--- config.mk ---
export PLATFORM = sky130hd
export DESIGN_NAME = left_shift_pipe_flat
export DESIGN_NICKNAME = d
export VERILOG_FILES = /design/src/rtl/left_shift_pipe_pkg.sv /design/src/rtl/left_shift_pipe_if.sv /design/src/rtl/left_shift_stage.sv /design/src/rtl/left_shift_pipe.sv /design/src/flat_wrapper.sv
export SDC_FILE = /design/constraint.sdc
export NUM_CORES = 1
export LEC_CHECK = 0
export CAP_MARGIN = 20
export CELL_PAD_IN_SITES_DETAIL_PLACEMENT = 1
export CELL_PAD_IN_SITES_GLOBAL_PLACEMENT = 1
export CORE_ASPECT_RATIO = 0.8
export CORE_MARGIN = 4
export CORE_UTILIZATION = 42
export DETAILED_ROUTE_END_ITERATION = 6
export PLACE_DENSITY = 0.83
export SYNTH_ARGS = -nofsm -noshare
export SYNTH_HDL_FRONTEND = slang
export SYNTH_SLANG_ARGS = --single-unit
--- constraint.sdc ---
create_clock -name clk -period 1.6 [get_ports clk]
set_input_delay 0.32 -clock clk [delete_from_list [all_inputs] [get_ports clk]]
set_output_delay 0.32 -clock clk [all_outputs]
set_load 0.02 [all_outputs]
--- src/rtl/left_shift_pipe_pkg.sv ---
// Shared defaults and types for the pipelined left shifter.
package left_shift_pipe_pkg;

  // Default datapath width; the offset width and the stage count both follow from it.
  localparam int unsigned LSP_WIDTH   = 16;
  localparam int unsigned LSP_SHAMT_W = $clog2(LSP_WIDTH);

  // One pipeline slot: shifted data, overflow so far, occupancy and the offset bits
  // still to be applied by later stages.
  typedef struct packed {
    logic [LSP_WIDTH-1:0]   data;
    logic                   ovf;
    logic                   valid;
    logic [LSP_SHAMT_W-1:0] offset;
  } stage_t;

  // Shift distance handled by stage k.
  function automatic int unsigned stage_shift(input int unsigned k);
    return 32'd1 << k;
  endfunction

endpackage

--- src/rtl/left_shift_pipe_if.sv ---
// Operand/result handshake bundle for left_shift_pipe.
interface left_shift_pipe_if #(
  parameter int unsigned WIDTH   = 16,
  parameter int unsigned SHAMT_W = 4
);

  logic [WIDTH-1:0]   in;
  logic [SHAMT_W-1:0] offset;
  logic               in_valid;
  logic               in_ready;
  logic [WIDTH-1:0]   out;
  logic               out_ovf;
  logic               out_valid;
  logic               out_ready;

  // Producer of operands and consumer of results.
  modport master (
    output in,
    output offset,
    output in_valid,
    input  in_ready,
    input  out,
    input  out_ovf,
    input  out_valid,
    output out_ready
  );

  // The shifter itself.
  modport slave (
    input  in,
    input  offset,
    input  in_valid,
    output in_ready,
    output out,
    output out_ovf,
    output out_valid,
    input  out_ready
  );

endinterface

--- src/rtl/left_shift_stage.sv ---
// One registered stage of the left shifter: conditionally shifts by SHIFT bits,
// accumulates the overflow flag and retires its offset bit.
module left_shift_stage #(
  parameter int unsigned WIDTH   = 16,
  parameter int unsigned SHAMT_W = 4,
  parameter int unsigned SHIFT   = 1
) (
  input  logic               clk,
  input  logic               rst,
  input  logic               capture,
  input  logic [WIDTH-1:0]   prev_data,
  input  logic               prev_ovf,
  input  logic               prev_valid,
  input  logic [SHAMT_W-1:0] prev_offset,
  output logic [WIDTH-1:0]   data,
  output logic               ovf,
  output logic               valid,
  output logic [SHAMT_W-1:0] offset
);

  // Offset bit this stage consumes.
  localparam int unsigned BIT = $clog2(SHIFT);

  logic               sel;
  logic [WIDTH-1:0]   shifted;
  logic               lost;
  logic [WIDTH-1:0]   data_d;
  logic               ovf_d;
  logic [SHAMT_W-1:0] offset_d;

  assign sel = prev_offset[BIT];

  // Shifted candidate, bits pushed past the MSB, and the 2:1 select.
  always_comb begin
    shifted  = {prev_data[WIDTH-SHIFT-1:0], {SHIFT{1'b0}}};
    lost     = |prev_data[WIDTH-1 -: SHIFT];
    data_d   = sel ? shifted : prev_data;
    ovf_d    = prev_ovf | (sel & lost);
    // Clear the consumed bit so the residual only holds what later stages still apply.
    offset_d      = prev_offset;
    offset_d[BIT] = 1'b0;
  end

  // Stage register; a capture with prev_valid low loads a bubble.
  always_ff @(posedge clk) begin
    if (rst) begin
      data   <= '0;
      ovf    <= 1'b0;
      valid  <= 1'b0;
      offset <= '0;
    end else if (capture) begin
      data   <= data_d;
      ovf    <= ovf_d;
      valid  <= prev_valid;
      offset <= offset_d;
    end
  end

endmodule

--- src/rtl/left_shift_pipe.sv ---
// Pipelined logical left shifter: SHAMT_W registered stages shifting by 1, 2, 4, ...
// with a valid/ready elastic chain that squeezes out bubbles under backpressure.
module left_shift_pipe
  import left_shift_pipe_pkg::*;
#(
  parameter int unsigned WIDTH   = LSP_WIDTH,
  parameter int unsigned SHAMT_W = LSP_SHAMT_W
) (
  input logic              clk,
  input logic              rst,
  left_shift_pipe_if.slave bus
);

  // Index 0 is the input port; index k+1 is the register of stage k.
  logic [WIDTH-1:0]   pipe_data [SHAMT_W+1];
  logic [SHAMT_W-1:0] pipe_off  [SHAMT_W+1];
  logic [SHAMT_W:0]   pipe_ovf;
  logic [SHAMT_W:0]   pipe_valid;
  logic [SHAMT_W-1:0] stage_valid;
  logic [SHAMT_W-1:0] advance;
  logic               full_from;
  logic               unused_off;

  assign pipe_data[0]  = bus.in;
  assign pipe_off[0]   = bus.offset;
  assign pipe_ovf[0]   = 1'b0;
  assign pipe_valid[0] = bus.in_valid;
  assign stage_valid   = pipe_valid[SHAMT_W:1];

  // Every offset bit is consumed by the last stage, so its residual is always zero.
  assign unused_off = ^pipe_off[SHAMT_W];

  // Stage k may capture unless it and every stage after it are full while the
  // output is stalled; written in closed form to keep the chain free of feedback.
  always_comb begin
    advance   = '0;
    full_from = 1'b1;
    for (int k = 0; k < SHAMT_W; k++) begin
      full_from = 1'b1;
      for (int j = k; j < SHAMT_W; j++) begin
        full_from = full_from & stage_valid[j];
      end
      advance[k] = bus.out_ready | ~full_from;
    end
  end

  for (genvar k = 0; k < SHAMT_W; k++) begin : g_stage
    left_shift_stage #(
      .WIDTH  (WIDTH),
      .SHAMT_W(SHAMT_W),
      .SHIFT  (stage_shift(k))
    ) u_stage (
      .clk        (clk),
      .rst        (rst),
      .capture    (advance[k]),
      .prev_data  (pipe_data[k]),
      .prev_ovf   (pipe_ovf[k]),
      .prev_valid (pipe_valid[k]),
      .prev_offset(pipe_off[k]),
      .data       (pipe_data[k+1]),
      .ovf        (pipe_ovf[k+1]),
      .valid      (pipe_valid[k+1]),
      .offset     (pipe_off[k+1])
    );
  end

  // Nothing is accepted while reset is held, so data on the reset cycle is dropped.
  assign bus.in_ready  = advance[0] & ~rst;
  assign bus.out       = pipe_data[SHAMT_W];
  assign bus.out_ovf   = pipe_ovf[SHAMT_W];
  assign bus.out_valid = pipe_valid[SHAMT_W];

endmodule

--- src/flat_wrapper.sv ---
// flat-port wrapper written by rule: the top's interface ports become plain ports
module left_shift_pipe_flat import left_shift_pipe_pkg::*;
#(
  parameter int unsigned WIDTH   = LSP_WIDTH,
  parameter int unsigned SHAMT_W = LSP_SHAMT_W
)
  (clk, rst, bus_in, bus_offset, bus_in_valid, bus_in_ready, bus_out, bus_out_ovf, bus_out_valid, bus_out_ready);
  left_shift_pipe_if #(.WIDTH(WIDTH), .SHAMT_W(SHAMT_W)) bus_i ();
  input logic clk;
  input logic rst;
  input wire logic [$bits(bus_i.in)-1:0] bus_in;
  input wire logic [$bits(bus_i.offset)-1:0] bus_offset;
  input wire logic [$bits(bus_i.in_valid)-1:0] bus_in_valid;
  output wire logic [$bits(bus_i.in_ready)-1:0] bus_in_ready;
  output wire logic [$bits(bus_i.out)-1:0] bus_out;
  output wire logic [$bits(bus_i.out_ovf)-1:0] bus_out_ovf;
  output wire logic [$bits(bus_i.out_valid)-1:0] bus_out_valid;
  input wire logic [$bits(bus_i.out_ready)-1:0] bus_out_ready;
  assign bus_i.in = bus_in;
  assign bus_i.offset = bus_offset;
  assign bus_i.in_valid = bus_in_valid;
  assign bus_in_ready = bus_i.in_ready;
  assign bus_out = bus_i.out;
  assign bus_out_ovf = bus_i.out_ovf;
  assign bus_out_valid = bus_i.out_valid;
  assign bus_i.out_ready = bus_out_ready;
  left_shift_pipe #(.WIDTH(WIDTH), .SHAMT_W(SHAMT_W)) u_core (.clk(clk), .rst(rst), .bus(bus_i));
endmodule
==> results.cfg, run 1 <==
[status]
status = completed

[yosys]
ys_warn_count = 0
synth.distinct_cells = 28
synth.avg_cell_area_um2 = 9.419
synth_common_cells = dfxtp_1 (78), mux2i_1 (49), nor2_1 (44)
ys_async_sr_fraction_pct = 0
syn_nets = 384
yosys.cell_count.top_type = dfxtp_1
synthFlopType = dfxtp_1
yosysSeqAreaShare_pct = 46.05
syn_inst = 360
synth_area_leaders = dfxtp_1 (46%), mux2i_1 (14%), a211oi_1 (9.3%)
synth.top_cell.area_share_pct = 46.05
ys_ff_latch = 78
synth_area_leader_cell = dfxtp_1
synth_edf_count = 0
syn_area_um2 = 3391

[hold_path]
whs_path_depth = 2
hold_path.class = reg2reg
hold_start = u_core.g_stage[3].u_stage.data[0]

[detailed_routing]
vias = 2704
drtPass1Iterations = 4
wl_per_cell_um = 15.84
ant_nets = 0
drc = 0
drt-total-wl_mm = 8.016
drtIter0Drc = 82
routed_via_density = 5.344

[setup_path]
path_depth = 3
startpoint = u_core.g_stage[0].u_stage.valid
rr_worst_depth = 5
r2r-start = u_core.g_stage[3].u_stage.valid
max_stage_delay_ps = 330
cp.required_ps = 1280
end_kind = output port
cp_top_family = flip-flops
arrival_ps = 1150
crit_type = reg2out
cp_num_buf_inv = 1
startpoint_type = flop
crit_path_top_delay_cell = dfxtp_1
path_cells = and2_1 -> a21oi_1 -> buf_2
critPathMaxFanout = 3

[global_route]
grt_max_degree = 79
grt.total_usage_pct = 18.08
antenna_found_initial = 0
grt_pass1_vias = 2646
grt-ovfl-total = 0
grt_pass1_wl_mm = 13.54

[floorplanning]
start_util_pct = 42.87
fp.dieH_um = 88.37
core_um2 = 7910
die-area_um2 = 9584
rows = 29
die_w_um = 108.5
ios = 43

[pwr]
p_leak_nw = 1.618
switching_share_pct = 22.57
pwr-share-clk_pct = 40.0
switchingPower_w = 0.0009242
combPwrFrac_pct = 8.8
seqPwrFrac_pct = 51.2
power.internal_w = 0.003171
ir_worst_vdd_mv = 0.4873
power.density_nw_per_um2 = 991.3

[timing]
grt_setup_unrepaired = false
post-route-period-util_pct = 92.01
skew_ps = 9.546
max-slew-margin-rel_pct = 42.96
tightestPinTransition_ps = 855.6
whs_ps = 451.3
final-setup-viol-count = 0
clock.fmax_mhz = 679.3
layout_min_cycle_time_ps = 1472
report.final.slew_viol_count = 0
hold_viol = 0

[final_layout]
num-nets-final = 418
drive_gt1_share_pct = 10.80
finalNonFillerCells = 506
fill_cells = 946
antennaDiodeCount = 0
area_delta_synth_final_pct = 21.84

[clock_network]
cts_hold_buf = 0
cts_buffer_depth = 2
htreeDepth = 3
clk_latency_ps = 340
numCtsBuffers = 9
clkSlewWorstSetupHoldPaths_ps = 80
cts_tree = done
cts_root_buf = clkbuf_8
cts.sinks = 78

[place]
dpl.hpwl_mm = 5.693
port-buffer-count = 42
gp_congestion = 0.7673
dp_cells = 491

[flow_run]
maxCapViolCount = 0
-- registers in the layout (all words and copies together), names as in the netlist --
register	count
u_core.g_stage.u_stage.data	64
u_core.g_stage.u_stage.offset	6
u_core.g_stage.u_stage.ovf	4
u_core.g_stage.u_stage.valid	4
-- power by group through the flow --
stage,clock network [W],logic [W],registers (W)
after floorplan,0,0.000224,0.00213
after global placement,0,0.000361,0.00214
after detailed placement,0,0.000373,0.00214
after CTS,0.00167,0.000365,0.00210
after global routing,0.00178,0.000398,0.00211
final,0.00164,0.000361,0.00210
-- what timing repair did --
| action | CTS | global route |
|---|---|---|
| hold endpoints to repair | 0 | 0 |
| endpoints found under the setup margin | 19 | 0 |
| buffers inserted | 0 | 0 |
| resized for setup | 23 | 0 |
-- worst min-delay path, stage by stage (launching register included) --
cell	delay [ps]
dfxtp_1	310
nand2_1	50
a21oi_1	50
-- layer usage --
metal  global-route usage [%]  up-vias  wire length, um
li1                         -     1364                -
met1                    22.56     1273             3699
met2                    31.13       59             3860
met3                    5.835        8              370
met4                    3.326        0               85
met5                        0        -                0
-- stage by stage --
step           TNS, ps  area, um^2  setup WS (ps)  util (%)  total power, W
3_3_place_gp     -5378        3938         -532.6     49.78        0.002497
3_5_place_dp     -7289        3938         -548.1     49.78        0.002517
2_1_floorplan        0        3391          28.08         -        0.002357
5_1_grt              0        4131          7.992     52.23        0.004289
6_report             0        4131          127.9     52.23        0.004096
4_1_cts              0        4131          105.6     52.23        0.004137
-- logic make-up after synthesis --
group | after synthesis | synth area share [%]
simple gates | 114 | 16.31
compound gates | 82 | 17.34
flops | 78 | 46.05
mux | 49 | 14.46
buf+inv | 37 | 5.830
-- cell usage in the layout, fill, tap and decap left out --
cell,synthesis,routed
nor2b_1,2,2
or4_1,3,3
dfxtp_1,78,78
and4b_1,1,1
and2_1,1,1
bufinv_16,0,2
nand4b_1,1,1
clkbuf_8,0,11
mux2i_1,49,49
clkinvlp_4,0,1
buf_4,7,12
clkdlybuf4s50_1,0,21
nand2_1,21,21
o21a_1,1,1
a211oi_2,9,9
nand2b_1,1,1
a21oi_1,24,24
nand3b_1,15,15
buf_2,14,2
nor3_1,18,18
a211oi_1,42,42
clkbuf_1,11,1
and3b_1,1,1
nand2_2,1,1
buf_12,0,5
nor2_1,44,44
o21ai_1,1,1
o21ai_0,4,4
dlygate4sd2_1,0,19
nand3_1,5,5
o211ai_1,1,1
inv_1,1,1
-- area by class of cell --
class,count,area (um^2),area share [%]
Timing Repair Buffer,59,576.8,13.96
Clock inverter,3,67.56,1.635
Tap cell,108,135.1,3.271
Clock buffer,12,155.1,3.755
Inverter,1,3.754,0.09085
Multi-Input combinational cell,245,1632,39.49
Sequential cell,78,1562,37.80
-- final timing paths --
| kind | to | slack (ps) |
|---|---|---|
| worst min-delay path | u_core.g_stage[3].u_stage.data[0] | 450 |
| worst max-delay path | bus_in_ready | 130 |
| worst min register to register | u_core.g_stage[3].u_stage.data[0] | 450 |
| worst max register to register | u_core.g_stage[2].u_stage.data[8] | 190 |
Power figures use the tool's default switching activity.
==> run 2, diff against run 1 <==
--- a/config.mk
+++ b/config.mk
@@ -13,6 +13,7 @@
 export CORE_UTILIZATION = 42
 export DETAILED_ROUTE_END_ITERATION = 6
 export PLACE_DENSITY = 0.83
+export RECOVER_POWER = 25
 export SYNTH_ARGS = -nofsm -noshare
 export SYNTH_HDL_FRONTEND = slang
 export SYNTH_SLANG_ARGS = --single-unit
==> run 2 against run 1 <==
Net effect:
- cell count is the same
- combinational power barely moved
- via count is 0.26% lower
- sequential share of layout area increased by 0.080 points
- global-route usage unchanged
- highest routed layer unchanged
- die area is the same
- clock skew shrank 0.76 ps
- design area shrank 0.21%
==> results.cfg, run 2 (synthesis results as in run 1) <==
[setup_path]
rr_worst_depth = 5
startpoint = u_core.g_stage[0].u_stage.valid
crit_type = reg2out
critPathMaxFanout = 3
startpoint_type = flop
r2r_setup_slack_ps = 190
rr_endpoint = u_core.g_stage[2].u_stage.data[8]
cp-endpoint = bus_in_ready
cp.required_ps = 1280
end_kind = output port
arrival_ps = 1160
r2r-start = u_core.g_stage[2].u_stage.valid

[clock_network]
clkSlewWorstSetupHoldPaths_ps = 80
postCtsSetupBuffers = 0
clk_latency_ps = 340
cts_buffer_depth = 2
cts.sinks = 78
numCtsBuffers = 9
cts_tree = done
cts_root_buf = clkbuf_8
htreeDepth = 3

[timing]
layout_min_cycle_time_ps = 1478
skew_ps = 8.786
tightestPinTransition_ps = 923.5
hold_viol = 0
clock.fmax_mhz = 676.8
final-setup-viol-count = 0
report.final.slew_viol_count = 0
grt_setup_unrepaired = false
post-route-period-util_pct = 92.35
max-slew-margin-rel_pct = 38.44

[global_route]
grt_pass1_vias = 2646
grt.total_usage_pct = 18.08
grt-ovfl-total = 0
antenna_found_initial = 0
grt_max_degree = 79
grt_pass1_wl_mm = 13.54

[final_layout]
final_core_util_pct = 52.12
reg_top3 = u_core.g_stage.u_stage.data (64), u_core.g_stage.u_stage.offset (6)
largest_reg_flops = 64
final_cell_mix = dfxtp_1 (78), mux2i_1 (49), nor2_1 (44), a211oi_1 (42), a21oi_1 (24)
final_common_cell = dfxtp_1
drive_gt1_share_pct = 10.05
finalNonFillerCells = 506
regMostFlops = u_core.g_stage.u_stage.data
antennaDiodeCount = 0
num-nets-final = 418
area_delta_synth_final_pct = 21.59

[floorplanning]
rows = 29
die_w_um = 108.5
start_util_pct = 42.87
fp.dieH_um = 88.37
ios = 43
die-area_um2 = 9584
core_um2 = 7910

[detailed_routing]
ant_nets = 0
drt-total-wl_mm = 8.000
routed_via_density = 5.330
vias = 2697
drc = 0
drtIter0Drc = 90
wl_per_cell_um = 15.81
drtPass1Iterations = 4

[hold_path]
hold_path.class = reg2reg
hold_start = u_core.g_stage[3].u_stage.data[0]

[place]
gp_congestion = 0.7673
port-buffer-count = 42
dp_cells = 491
dpl.hpwl_mm = 5.693

[pwr]
switching_share_pct = 22.55
p_leak_nw = 1.606
seqPwrFrac_pct = 51.2
switchingPower_w = 0.0009232
pwr-share-clk_pct = 40.0
combPwrFrac_pct = 8.8
power.internal_w = 0.003170
ir_worst_vdd_mv = 0.4885
power.density_nw_per_um2 = 992.8

[status]
status = completed

[flow_run]
maxCapViolCount = 0
run 2: cell count changes in the layout (fill, tap and decap cells not counted):
cell / previous run / this run
buf_2: 2 / 1
buf_4: 12 / 9
clkbuf_1: 1 / 4
clkbuf_4: 0 / 1
run 2: what timing repair did:
| action | CTS | global route |
|---|---|---|
| endpoints found under the hold margin | 0 | 0 |
| endpoints found under the setup margin | 19 | 0 |
| hold buffers | 0 | 0 |
| gates resized for setup | 23 | 0 |
run 2: stage by stage:
stage               area, um^2  total power (W)  hold slack, ps  setup WS [ps]  setup TNS [ps]
finish                    4123         0.004093           451.6          122.4               0
global route              4123         0.004288           484.9          7.992               0
CTS                       4131         0.004137           455.5          105.6               0
detailed placement        3938         0.002517           447.4         -548.1           -7289
global placement          3938         0.002497           440.2         -532.6           -5378
floorplan                 3391         0.002357           432.1          28.08               0
run 2: power by group through the flow:
stage               sequential [W]  clock [W]  combinational (W)
floorplan                  0.00213          0           0.000224
global placement           0.00214          0           0.000361
detailed placement         0.00214          0           0.000373
CTS                        0.00210    0.00167           0.000365
global route               0.00211    0.00178           0.000397
finish                     0.00210    0.00164           0.000360
run 2: area by class of cell:
type,instances,area [um^2]
Timing Repair Buffer,59,568.0
Sequential cell,78,1562
Fill cell,950,3787
Tap cell,108,135.1
Multi-Input combinational cell,245,1632
Clock buffer,12,155.1
Clock inverter,3,67.56
Inverter,1,3.754
run 2: worst max-delay path, stage by stage (launching register included):
cell and delay (ps):
dfxtp_1 340, and2_1 170, a21oi_1 130, buf_2 170
run 2: worst min-delay path by stage:
| stage | cells after the start | slack, ps | to |
|---|---|---|---|
| after floorplan | 2 | 430 | u_core.g_stage[1].u_stage.offset[3] |
| after global placement | 2 | 440 | u_core.g_stage[3].u_stage.data[5] |
| after detailed placement | 2 | 450 | u_core.g_stage[3].u_stage.data[0] |
| after CTS | 2 | 460 | u_core.g_stage[3].u_stage.data[0] |
| after global routing | 2 | 480 | u_core.g_stage[3].u_stage.data[0] |
| final | 2 | 450 | u_core.g_stage[3].u_stage.data[0] |
run 2: metal layers:
layer	global-route usage (%)	vias to the layer above	routed length (um)
li1	-	1363	-
met1	22.56	1268	3698
met2	31.13	58	3846
met3	5.835	8	368
met4	3.326	0	86
met5	0	-	0
==> run 3, diff against run 2 <==
--- a/config.mk
+++ b/config.mk
@@ -9,7 +9,6 @@
 export CELL_PAD_IN_SITES_DETAIL_PLACEMENT = 1
 export CELL_PAD_IN_SITES_GLOBAL_PLACEMENT = 1
 export CORE_ASPECT_RATIO = 0.8
-export CORE_MARGIN = 4
 export CORE_UTILIZATION = 42
 export DETAILED_ROUTE_END_ITERATION = 6
 export PLACE_DENSITY = 0.83
==> run 3 against run 2 <==
Net effect:
- clock power rose by 9%
- fmax fell by 4.9%
- count of clock-buffer cells in the layout fell by 3
- non-clock buffer count rose by 2
- design area rose by 0.42%
- setup slack got worse by 76 ps
- via count rose by 1.5%
- core utilization rose by 2.3 points
- combinational power rose by 2%
- cell count did not move
- largest power group unchanged
==> results.cfg, run 3 (synthesis results as in run 1) <==
[status]
status = completed

[timing]
hold_viol = 0
tightestPinTransition_ps = 869.8
setup_tns_ps = 0
post-route-period-util_pct = 97.09
fin_ws_ps = 46.63
layout_min_cycle_time_ps = 1553
skew_ps = 11.50
grt_setup_unrepaired = false
clock.fmax_mhz = 643.8
report.final.slew_viol_count = 0
final-setup-viol-count = 0
max-slew-margin-rel_pct = 42.01

[final_layout]
regMostFlops = u_core.g_stage.u_stage.data
final_core_util_pct = 54.46
seqCellArea_um2 = 1562
area_delta_synth_final_pct = 22.10
fill_cells = 905
multi_input_area_um2 = 1637
largest_reg_flops = 64
antennaDiodeCount = 0
num-nets-final = 420
final_cell_mix = dfxtp_1 (78), mux2i_1 (49), nor2_1 (44), a211oi_1 (42), a21oi_1 (23)
drive_gt1_share_pct = 11.72
reg_top3 = u_core.g_stage.u_stage.data (64), u_core.g_stage.u_stage.offset (6)
final_common_cell = dfxtp_1

[setup_path]
crit_path_top_delay_cell = dfxtp_1
end_kind = output port
arrival_ps = 1230
r2r-start = u_core.g_stage[3].u_stage.valid
crit_type = reg2out
critPathMaxFanout = 2
max_stage_delay_ps = 330
startpoint_type = flop
path_cells = and3b_2 -> a21oi_2 -> buf_4
startpoint = u_core.g_stage[3].u_stage.valid
cp.required_ps = 1280

[clock_network]
cts.sinks = 78
clkSlewWorstSetupHoldPaths_ps = 80
numCtsBuffers = 9
postCtsSetupBuffers = 0
cts_hold_buf = 0
cts_buffer_depth = 2
cts_tree = done
cts_root_buf = clkbuf_8
htreeDepth = 3
clk_latency_ps = 360

[detailed_routing]
met2_wirelength_mm = 3.809
routed_via_density = 5.411
drc = 0
drtPass1Iterations = 4
drtIter0Drc = 97
wl_per_cell_um = 15.73
drt-total-wl_mm = 7.957
wl_met1_mm = 3.850
ant_nets = 0
met3WireLength_um = 202
vias = 2738
top_layer = met4

[pwr]
power.density_nw_per_um2 = 1026
ir_worst_vdd_mv = 0.6138
p_leak_nw = 1.625

[floorplanning]
rows = 28
ios = 43
die-area_um2 = 8439
start_util_pct = 44.60
fp.dieH_um = 82.37
die_w_um = 102.5
core_um2 = 7602

[place]
port-buffer-count = 42
dp_slack_ps = -518.1
gp_congestion = 0.7470
dpl.hpwl_mm = 5.526

[global_route]
grt_max_degree = 79
grt_pass1_wl_mm = 13.60
grt-ovfl-total = 0
antenna_found_initial = 0
grt_pass1_vias = 2851
grt.total_usage_pct = 20.98

[flow_run]
maxCapViolCount = 0

[hold_path]
hold_start = u_core.g_stage[3].u_stage.data[1]
hold_path.class = reg2reg
run 3: final cells by class:
type / count / share of cell area [%]
clock inverters: 7 / 2.901
multi-input cells: 245 / 39.53
inverters: 1 / 0.09066
repair buffers: 61 / 13.60
clock buffers: 9 / 2.992
flip-flops and latches: 78 / 37.72
well taps: 105 / 3.173
run 3: where the power goes:
group | leakage (nW) | internal, W | switching (W)
sequential | 0.639 | 0.00203 | 0.0000653
combinational | 0.866 | 0.000189 | 0.000178
clock | 0.120 | 0.00104 | 0.000745
total | 1.63 | 0.00326 | 0.000988
run 3: timing repair:
item,in CTS,in global routing
endpoints found under the hold margin,0,0
gates resized for setup,24,2
setup endpoints to repair,19,1
pin swaps,0,1
run 3: per-stage QoR:
step / instance area, um^2 / hold WS, ps / instances / total power, W
global placement: 3936 / 441.0 / 490 / 0.002502
floorplan: 3391 / 432.1 / 360 / 0.002357
global route: 4140 / 482.1 / 506 / 0.004413
finish: 4140 / 457.8 / 506 / 0.004249
CTS: 4159 / 459.6 / 506 / 0.004302
detailed placement: 3936 / 449.6 / 490 / 0.002519
run 3: critical path, delay by kind of cell, from the launching register on:
kind,cells,cell delay (ps)
AOI/OAI and AO/OA,1,170
buffers and inverters,1,160
DFF,1,330
and+or+nand+nor,1,230
run 3: final timing paths:
| kind | end | slack [ps] | cells after the start |
|---|---|---|---|
| setup / recovery | bus_in_ready | 50 | 3 |
| hold / removal | u_core.g_stage[3].u_stage.data[1] | 460 | 2 |
| setup reg to reg | u_core.g_stage[3].u_stage.data[2] | 240 | 5 |
| hold reg to reg | u_core.g_stage[3].u_stage.data[1] | 460 | 2 |
run 3: layer usage:
metal | global-route usage, % | vias to the layer above
met5 | 0 | -
met4 | 6.429 | 0
met3 | 4.798 | 12
met2 | 36.00 | 43
met1 | 26.27 | 1309
li1 | - | 1374
